==> src/rtl/sr_seq_pkg.sv <==
// Shared types and helpers for the SR latch command sequencer.
package sr_seq_pkg;

  typedef enum logic [1:0] {
    ST_IDLE  = 2'd0,
    ST_PULSE = 2'd1,
    ST_GAP   = 2'd2,
    ST_CHECK = 2'd3
  } sr_state_e;

  typedef enum logic [1:0] {
    OP_NOP = 2'b00,
    OP_SET = 2'b01,
    OP_CLR = 2'b10,
    OP_TOG = 2'b11
  } sr_op_e;

  // Per-bit expected latch value after a command; a zero mask bit keeps Qa.
  function automatic logic sr_exp_bit(input sr_op_e op, input logic m, input logic qa);
    logic r;
    case (op)
      OP_SET:  r = qa | m;
      OP_CLR:  r = qa & ~m;
      OP_TOG:  r = qa ^ m;
      default: r = qa;
    endcase
    return r;
  endfunction

endpackage

==> src/rtl/sr_seq_timer.sv <==
// Loadable down-counter with zero flag; saturates at zero.
module sr_seq_timer #(
  parameter int CW = 2
) (
  input  logic          clk_i,
  input  logic          rst_ni,
  input  logic          load_i,
  input  logic [CW-1:0] load_val_i,
  output logic          zero_o
);

  logic [CW-1:0] cnt_q, cnt_d;

  always_comb begin
    cnt_d = cnt_q;
    if (load_i)             cnt_d = load_val_i;
    else if (cnt_q != '0)   cnt_d = cnt_q - CW'(1);
  end

  always_ff @(posedge clk_i or negedge rst_ni) begin
    if (!rst_ni) cnt_q <= '0;
    else         cnt_q <= cnt_d;
  end

  assign zero_o = (cnt_q == '0);

endmodule

==> src/rtl/sr_cmd_sequencer.sv <==
// Valid/ready command front-end producing SET/CLR pulse sequences for an SR latch.
// Optional Q readback mismatch flag enabled by defining SR_READBACK_CHECK_EN.
module sr_cmd_sequencer
  import sr_seq_pkg::*;
#(
  parameter int WIDTH        = 2,
  parameter int PULSE_CYCLES = 4,
  parameter int GAP_CYCLES   = 1
) (
  input  logic             clk_i,
  input  logic             rst_ni,
  input  logic             cmd_valid_i,
  output logic             cmd_ready_o,
  input  logic [1:0]       cmd_op_i,
  input  logic [WIDTH-1:0] cmd_mask_i,
  output logic [WIDTH-1:0] set_o,
  output logic [WIDTH-1:0] clr_o,
  input  logic [WIDTH-1:0] q_i,
  output logic             done_o,
  output logic             err_o
);

  localparam int CNT_MAX = (PULSE_CYCLES > GAP_CYCLES) ? PULSE_CYCLES : GAP_CYCLES;
  localparam int CW      = $clog2(CNT_MAX + 1);
  // Timer holds "remaining cycles minus one" so zero marks the last cycle of a phase.
  localparam logic [CW-1:0] PULSE_LD = CW'(PULSE_CYCLES - 1);
  localparam logic [CW-1:0] GAP_LD   = CW'((GAP_CYCLES > 0) ? GAP_CYCLES - 1 : 0);

  sr_state_e state_q, state_d;
  logic [WIDTH-1:0] set_q, set_d, clr_q, clr_d;
  logic [WIDTH-1:0] drv_set, drv_clr;
  logic done_q, done_d;
  logic accept, do_pulse;
  logic tmr_load, tmr_zero;
  logic [CW-1:0] tmr_val;
  sr_op_e op;

  assign op       = sr_op_e'(cmd_op_i);
  assign accept   = cmd_valid_i && (state_q == ST_IDLE);
  assign do_pulse = (op != OP_NOP) && (cmd_mask_i != '0);

  sr_seq_timer #(.CW(CW)) u_timer (
    .clk_i      (clk_i),
    .rst_ni     (rst_ni),
    .load_i     (tmr_load),
    .load_val_i (tmr_val),
    .zero_o     (tmr_zero)
  );

  // Drive pattern taken from the command and Q at the accept edge.
  always_comb begin
    drv_set = '0;
    drv_clr = '0;
    case (op)
      OP_SET:  drv_set = cmd_mask_i;
      OP_CLR:  drv_clr = cmd_mask_i;
      OP_TOG: begin
        drv_set = cmd_mask_i & ~q_i;
        drv_clr = cmd_mask_i &  q_i;
      end
      default: ;
    endcase
  end

  always_ff @(posedge clk_i or negedge rst_ni) begin
    if (!rst_ni) begin
      state_q <= ST_IDLE;
      set_q   <= '0;
      clr_q   <= '0;
      done_q  <= 1'b0;
    end else begin
      state_q <= state_d;
      set_q   <= set_d;
      clr_q   <= clr_d;
      done_q  <= done_d;
    end
  end

  always_comb begin
    state_d  = state_q;
    tmr_load = 1'b0;
    tmr_val  = PULSE_LD;
    case (state_q)
      ST_IDLE: begin
        if (accept) begin
          if (do_pulse) begin
            state_d  = ST_PULSE;
            tmr_load = 1'b1;
          end else begin
            state_d  = ST_CHECK;
          end
        end
      end
      ST_PULSE: begin
        if (tmr_zero) begin
          if (GAP_CYCLES == 0) begin
            state_d  = ST_CHECK;
          end else begin
            state_d  = ST_GAP;
            tmr_load = 1'b1;
            tmr_val  = GAP_LD;
          end
        end
      end
      ST_GAP:   if (tmr_zero) state_d = ST_CHECK;
      ST_CHECK: state_d = ST_IDLE;
      default:  state_d = ST_IDLE;
    endcase
  end

  // Outputs are registered from the next state so they line up with it.
  always_comb begin
    set_d  = '0;
    clr_d  = '0;
    done_d = (state_d == ST_CHECK);
    if (state_q == ST_IDLE && state_d == ST_PULSE) begin
      set_d = drv_set;
      clr_d = drv_clr;
    end else if (state_q == ST_PULSE && state_d == ST_PULSE) begin
      set_d = set_q;
      clr_d = clr_q;
    end
  end

  assign cmd_ready_o = (state_q == ST_IDLE);
  assign set_o       = set_q;
  assign clr_o       = clr_q;
  assign done_o      = done_q;

`ifdef SR_READBACK_CHECK_EN
  logic [WIDTH-1:0] exp_q, exp_d, mask_q;
  logic err_q, err_d;

  for (genvar b = 0; b < WIDTH; b++) begin : g_exp
    assign exp_d[b] = sr_exp_bit(op, cmd_mask_i[b], q_i[b]);
  end

  always_comb begin
    err_d = err_q;
    if (accept)                   err_d = 1'b0;
    else if (state_q == ST_CHECK) err_d = ((q_i ^ exp_q) & mask_q) != '0;
  end

  always_ff @(posedge clk_i or negedge rst_ni) begin
    if (!rst_ni) begin
      exp_q  <= '0;
      mask_q <= '0;
      err_q  <= 1'b0;
    end else begin
      err_q <= err_d;
      if (accept) begin
        exp_q  <= exp_d;
        mask_q <= cmd_mask_i;
      end
    end
  end

  assign err_o = err_q;
`else
  assign err_o = 1'b0;
`endif

endmodule

==> config.mk <==
export PLATFORM = sky130hd
export DESIGN_NAME = sr_cmd_sequencer
export DESIGN_NICKNAME = d
export VERILOG_FILES = /design/src/rtl/sr_seq_pkg.sv /design/src/rtl/sr_seq_timer.sv /design/src/rtl/sr_cmd_sequencer.sv
export SDC_FILE = /design/constraint.sdc
export NUM_CORES = 1
export LEC_CHECK = 0
export ABC_AREA = 1
export CORE_MARGIN = 2
export CORE_UTILIZATION = 50
export CTS_BUF_LIST = sky130_fd_sc_hd__clkbuf_4 sky130_fd_sc_hd__clkbuf_8
export DETAILED_ROUTE_END_ITERATION = 10
export GPL_ROUTABILITY_DRIVEN = 0
export HOLD_SLACK_MARGIN = 0.05
export PLACE_DENSITY = 0.87
export SLEW_MARGIN = 5
export SYNTH_ARGS = -nofsm -noshare
export SYNTH_HDL_FRONTEND = slang
export SYNTH_HIERARCHICAL = 1
export SYNTH_SLANG_ARGS = --single-unit
==> constraint.sdc <==
create_clock -name clk_i -period 1.65 [get_ports clk_i]
set_input_delay 0.4125 -clock clk_i [delete_from_list [all_inputs] [get_ports clk_i]]
set_output_delay 0.4125 -clock clk_i [all_outputs]
set_load 0.01 [all_outputs]
-- Word-level counts from Yosys, hierarchy flattened
Index checks and enable logic that the tools add are counted.
- mux-type cells: 18
- bitwise gates (word level): 3
- eq/ne operators: 9
- reductions and logical operators: 10
- add/sub/neg operators: 1
- operators with widths (kind ; count):
    2-bit two-way mux ; 9
    2-bit equality test (second input constant) ; 5
    2-bit one-hot mux with 2 select lines ; 2
    2-bit one-hot mux with 4 select lines ; 1
    2-bit by 1-bit equality test with 1-bit output (second input constant) ; 3
    3-bit two-way mux ; 2
    2-bit nonzero test ; 3
    2-bit AND ; 2
    1-bit logical AND ; 4
    3-bit logical NOT ; 1
    1-bit two-way mux ; 3
    3-bit nonzero test ; 1
    3-bit by 1-bit subtractor with 3-bit output (second input constant) ; 1
    2-bit logical NOT ; 1
    2-bit != test (second input constant) ; 1
    2-bit NOT ; 1
    1-bit one-hot mux with 2 select lines ; 1
- input bits: 9
- flip-flop bits (word level): 10
- word-level logic and storage cells: 46

-- Logic depth before layout (Yosys ltp)
- depth after elaboration: 9
- gate-level depth with buffers: 10
- depth with buffers taken out: 10

-- By module
Netlist, hierarchy kept.
- modules (own cells, without submodules) (module ; instances ; cells each ; sequential area each (µm²) ; area each (µm²)):
    sr_cmd_sequencer ; 1 ; 64 ; 175.2 ; 446.7
    sr_seq_timer ; 1 ; 32 ; 75.1 ; 207.7

-- Worst setup path after synthesis
OpenSTA, ideal clock, no wires.
- kind: flip-flop to flip-flop
- start: register u_timer.cnt_q[0]
- end: register u_timer.cnt_q[0]
- stages on the path, launching flop included: 10
- library setup time: 0.117 ns
- arrival time: 1.366 ns
- required time: 1.533 ns
- path slack: 0.167 ns
- path through: dfrtp_1 -> inv_1 -> ha_1 -> inv_1 -> nor2_2 -> nand3_2 -> o21ai_1 -> o21ai_0 -> nand2_1 -> nand2_1
- cells in the longest elaborated chain, start to end: 4
- elaborated cells on any way between the ends: 10
- RTL lines (what ; line ; text):
    from (decl) ; sr_seq_timer.sv:12 ; logic [CW-1:0] cnt_q, cnt_d;
    from (signal assigned) ; sr_seq_timer.sv:22 ; else cnt_q <= cnt_d;
    3-bit logical NOT ; sr_seq_timer.sv:25 ; assign zero_o = (cnt_q == '0);
    named net tmr_zero ; sr_cmd_sequencer.sv:34 ; logic tmr_load, tmr_zero;
    2-bit two-way mux ; sr_cmd_sequencer.sv:95 ; if (tmr_zero) begin
    2-bit two-way mux ; sr_cmd_sequencer.sv:83 ; case (state_q)
    named net tmr_val[0] ; sr_cmd_sequencer.sv:35 ; logic [CW-1:0] tmr_val;
    3-bit two-way mux ; sr_seq_timer.sv:16 ; if (load_i) cnt_d = load_val_i;
The timed path passes the listed nets, and every way through them passes these cells. The select of a mux whose other input is x is not followed.
A chain may end at the register's enable or synchronous reset.

-- Final worst setup path
- start: register clr_q[0], in the netlist clr_o[0]
- end: output clr_o[0]
- RTL lines (what ; line ; text):
    from (decl) ; sr_cmd_sequencer.sv:30 ; logic [WIDTH-1:0] set_q, set_d, clr_q, clr_d;
    from (signal assigned) ; sr_cmd_sequencer.sv:74 ; clr_q <= clr_d;
    to (decl) ; sr_cmd_sequencer.sv:17 ; output logic [WIDTH-1:0] clr_o,
No word-level cell between the ends.

==> run summary <==
CLOCKING
------------------------------------------------------------------------------------------
Count of H-tree levels built during CTS                                                  1
Clock network latency to the later pin of the worst-skew pair                      0.28 ns
Maximum clock path buffer count                                                          2
Clock net sink count                                                                    10
Clock edge transition at the registers on the reported setup and hold paths        0.08 ns
CTS tree                                                                               yes
CTS root buffer                                                               sky130_fd_sc_hd__clkbuf_4
Post-CTS Hold Buffers                                                                    0
Number of buffers created by CTS                                                         3

FLOORPLAN
------------------------------------------------------------------------------------------
Area of the placeable core                                                      1250 sq um
Standard-cell row count                                                                 13
Die W                                                                              40.2 um
Die height                                                                         40.2 um
I/O pins                                                                                16
Full die area                                                                   1610 sq um
Initial cell density of the core                                                     0.522

DETAILED ROUTING
------------------------------------------------------------------------------------------
1st-pass router iterations                                                               4
Detail-routed via count per cell                                                      4.91
Starting DRT DRC Count                                                                   3
Sum of routed wire length over all layers                                          1.64 mm
DRC violations left                                                                      0
Routed wirelength normalized by instance count                                     11.6 um
Vias after detailed routing                                                            693
Remaining antenna violation count after routing                                          0

GLOBAL ROUTING
------------------------------------------------------------------------------------------
Global-route wire length before repair                                             2.44 mm
Met3 routing resource usage after global routing                                     0.100
Remaining global-route overflow                                                          0
Peak-usage layer in the global routing report                                         met2
Number of antenna violations at the first check in global routing                        0
Number of global-route vias before repair                                              633
Pin count of the biggest net entering global routing                                    11
Met1 Usage GRT                                                                       0.195
All-layer global routing usage                                                       0.244
Met2 usage                                                                           0.452

SYNTH
------------------------------------------------------------------------------------------
Synthesized instance count                                                              96
Count of warnings emitted by yosys                                                       6
Sequential share of the synthesized area                                             0.382
Avg Inst Size Synth                                                             6.82 sq um
Biggest area contributors in the synthesized netlist                          sky130_fd_sc_hd__dfrtp_1 (38%), sky130_fd_sc_hd__nand2_1 (22%), sky130_fd_sc_hd__inv_1 (7.5%), sky130_fd_sc_hd__ha_1 (3.8%), sky130_fd_sc_hd__nand2_2 (3.8%)
Number of synthesized register bits                                                     10
Synth top area share                                                                 0.382
Number of unique standard cell types used by synthesis                                  18
Yosys top cell by area                                                        sky130_fd_sc_hd__dfrtp_1
Total standard cell area after synthesis                                         654 sq um

SETUP PATH
------------------------------------------------------------------------------------------
Cell type group with the largest total delay on the critical path             buffers and inverters
Type of element launching the critical path                                           flop
Setup slack on the worst flop-to-flop path                                         0.13 ns
CP required                                                                        1.24 ns
Startpoint of the worst register-to-register path                             u_timer/cnt_q[0]
Worst reg2reg endpoint                                                        u_timer/cnt_q[0]
Worst Setup End Kind                                                           output port
Cell count of the worst reg-to-reg path                                                 10
Arr. time, crit path                                                               1.19 ns
Worst path buffer plus inverter count                                                    1
Crit-path max FO                                                                         2
Slowest cell delay on critical path                                                0.55 ns
Type of the worst setup path                                                    reg -> out
Standard cell with the maximum stage delay on the critical path               sky130_fd_sc_hd__clkdlybuf4s50_1
Cell chain of the critical path                                               clkdlybuf4s50_1

STA
------------------------------------------------------------------------------------------
Clk_skew                                                                         0.0105 ns
Sum of negative setup slack                                                           0 ns
Final WS setup                                                                   0.0517 ns
Minimum clock period after layout                                                  1.60 ns
Final-report max-slew violation count                                                    0
Worst Hold Slack                                                                  0.432 ns
Final hold violations                                                                    0
RSZ-0062 raised after global routing                                                    no
Period Utilization, post-route                                                       0.969
# setup viols final                                                                      0
Achievable frequency                                                               626 MHz

PLACEMENT
------------------------------------------------------------------------------------------
Hpwl dp                                                                            1.17 mm
Placed inst area                                                                 877 sq um
Worst Setup Slack post-DPL                                                       -0.123 ns
Number of buffers added on ports                                                        14

LAYOUT
------------------------------------------------------------------------------------------
# diodes                                                                                 0
Fill cell total of the finished layout                                                  91
Util after Layout                                                                    0.751
Nets                                                                                   138
Fraction of layout cells with a size suffix above 1                                  0.270
Final design instance area without fill                                          941 sq um
Synth-to-Final Area Change                                                           43.8%

JOB
------------------------------------------------------------------------------------------
Max-capacitance violation count                                                          0

STATUS
------------------------------------------------------------------------------------------
Run status                                                                       completed

POWER
------------------------------------------------------------------------------------------
Leakage component of the power                                                    0.528 nW
IR drop worst, VDD                                                                0.905 mV
Ratio of total power to cell area                                             1450 nW/um^2

WORST HOLD PATH
------------------------------------------------------------------------------------------
Worst min-delay path class                                                     in -> async

## metrics by stage
| stage | std cells | total power (W) |
|---|---|---|
| after floorplan | 97 | 0.000814 |
| after global placement | 134 | 0.00105 |
| after detailed placement | 134 | 0.00107 |
| after CTS | 140 | 0.00133 |
| after global routing | 141 | 0.00148 |
| final | 141 | 0.00136 |
## where the power goes
part,leakage (nW),total [W],switching [W],internal [W]
sequential,0.130,0.000387,0.0000581,0.000329
combinational,0.378,0.000738,0.000405,0.000333
clock,0.0210,0.000235,0.000100,0.000134
## worst max-delay path by stage
| stage | from | end | slack [ns] | cells past startpoint |
|---|---|---|---|---|
| after global routing | state_q[0] | cmd_ready_o | 0.02 | 4 |
| after detailed placement | cmd_mask_i[1] | u_timer/cnt_q[0] | -0.12 | 9 |
| final | clr_o[0] | clr_o[0] | 0.05 | 1 |
| after floorplan | u_timer/cnt_q[0] | u_timer/cnt_q[0] | 0.17 | 9 |
| after global placement | cmd_mask_i[1] | u_timer/cnt_q[0] | -0.05 | 9 |
| after CTS | clr_o[1] | clr_o[1] | 0.05 | 1 |
## state kept, by name, indices dropped and copies added, names as in the netlist
signal	flops
clr_o	2
u_timer/cnt_q	3
done_o	1
set_o	2
state_q	2
## cell families (layout without fill, tap and decap cells)
family,Yosys count,in the layout,synth area share
buffers and inverters,19,48,0.115
adder cells (fa/ha/maj),2,2,0.0382
AO/OA/AOI/OAI,6,6,0.0459
other,1,2,0.00573
flip-flops,10,10,0.382
AND/OR/NAND/NOR,58,58,0.413
## layout by cell type, fill, tap and decap left out, drive strengths merged, types with 2 or more instances in the layout
master	Yosys	routed
nand2	43	43
inv	18	18
clkdlybuf4s50	0	13
buf	1	12
dfrtp	10	10
nand3	7	7
nor2	7	7
o21ai	5	5
clkbuf	0	4
conb	1	2
ha	2	2
## synthesized netlist by cell type
cell type and instances:
sky130_fd_sc_hd__nand2_4 1, sky130_fd_sc_hd__nand2_1 38, sky130_fd_sc_hd__o21ai_0 4, sky130_fd_sc_hd__inv_1 13, sky130_fd_sc_hd__nor2_2 2, sky130_fd_sc_hd__nor2_4 1, sky130_fd_sc_hd__buf_4 1, sky130_fd_sc_hd__nand3_1 5
sky130_fd_sc_hd__nand3b_1 1, sky130_fd_sc_hd__ha_1 2, sky130_fd_sc_hd__nand3_2 2, sky130_fd_sc_hd__inv_2 5, sky130_fd_sc_hd__nand2_2 4, sky130_fd_sc_hd__dfrtp_1 10, sky130_fd_sc_hd__o21ai_1 1, sky130_fd_sc_hd__nor2_1 4
sky130_fd_sc_hd__conb_1 1, sky130_fd_sc_hd__a21oi_1 1
## what timing repair did
| action | 4_1_cts | 5_1_grt |
|---|---|---|
| pin swaps | 0 | 2 |
| setup endpoints to repair | 1 | 2 |
| gates resized for setup | 1 | 3 |
| setup buffers | 2 | 1 |
## per-layer routing
layer	vias up	routed length, um
met1	324	585
met3	8	59
met2	19	920
met5	-	0
met4	0	70
li1	342	-
## final cells by class
class / count / area, sq um / share of cell area
clock buffers: 4 / 36.3 / 0.0386
inverters: 18 / 67.6 / 0.0718
multi-input cells: 68 / 339 / 0.360
flip-flops and latches: 10 / 250 / 0.266
well taps: 15 / 18.8 / 0.0199
repair buffers: 26 / 229 / 0.243
Note: power is estimated with default switching activity, not from simulation.
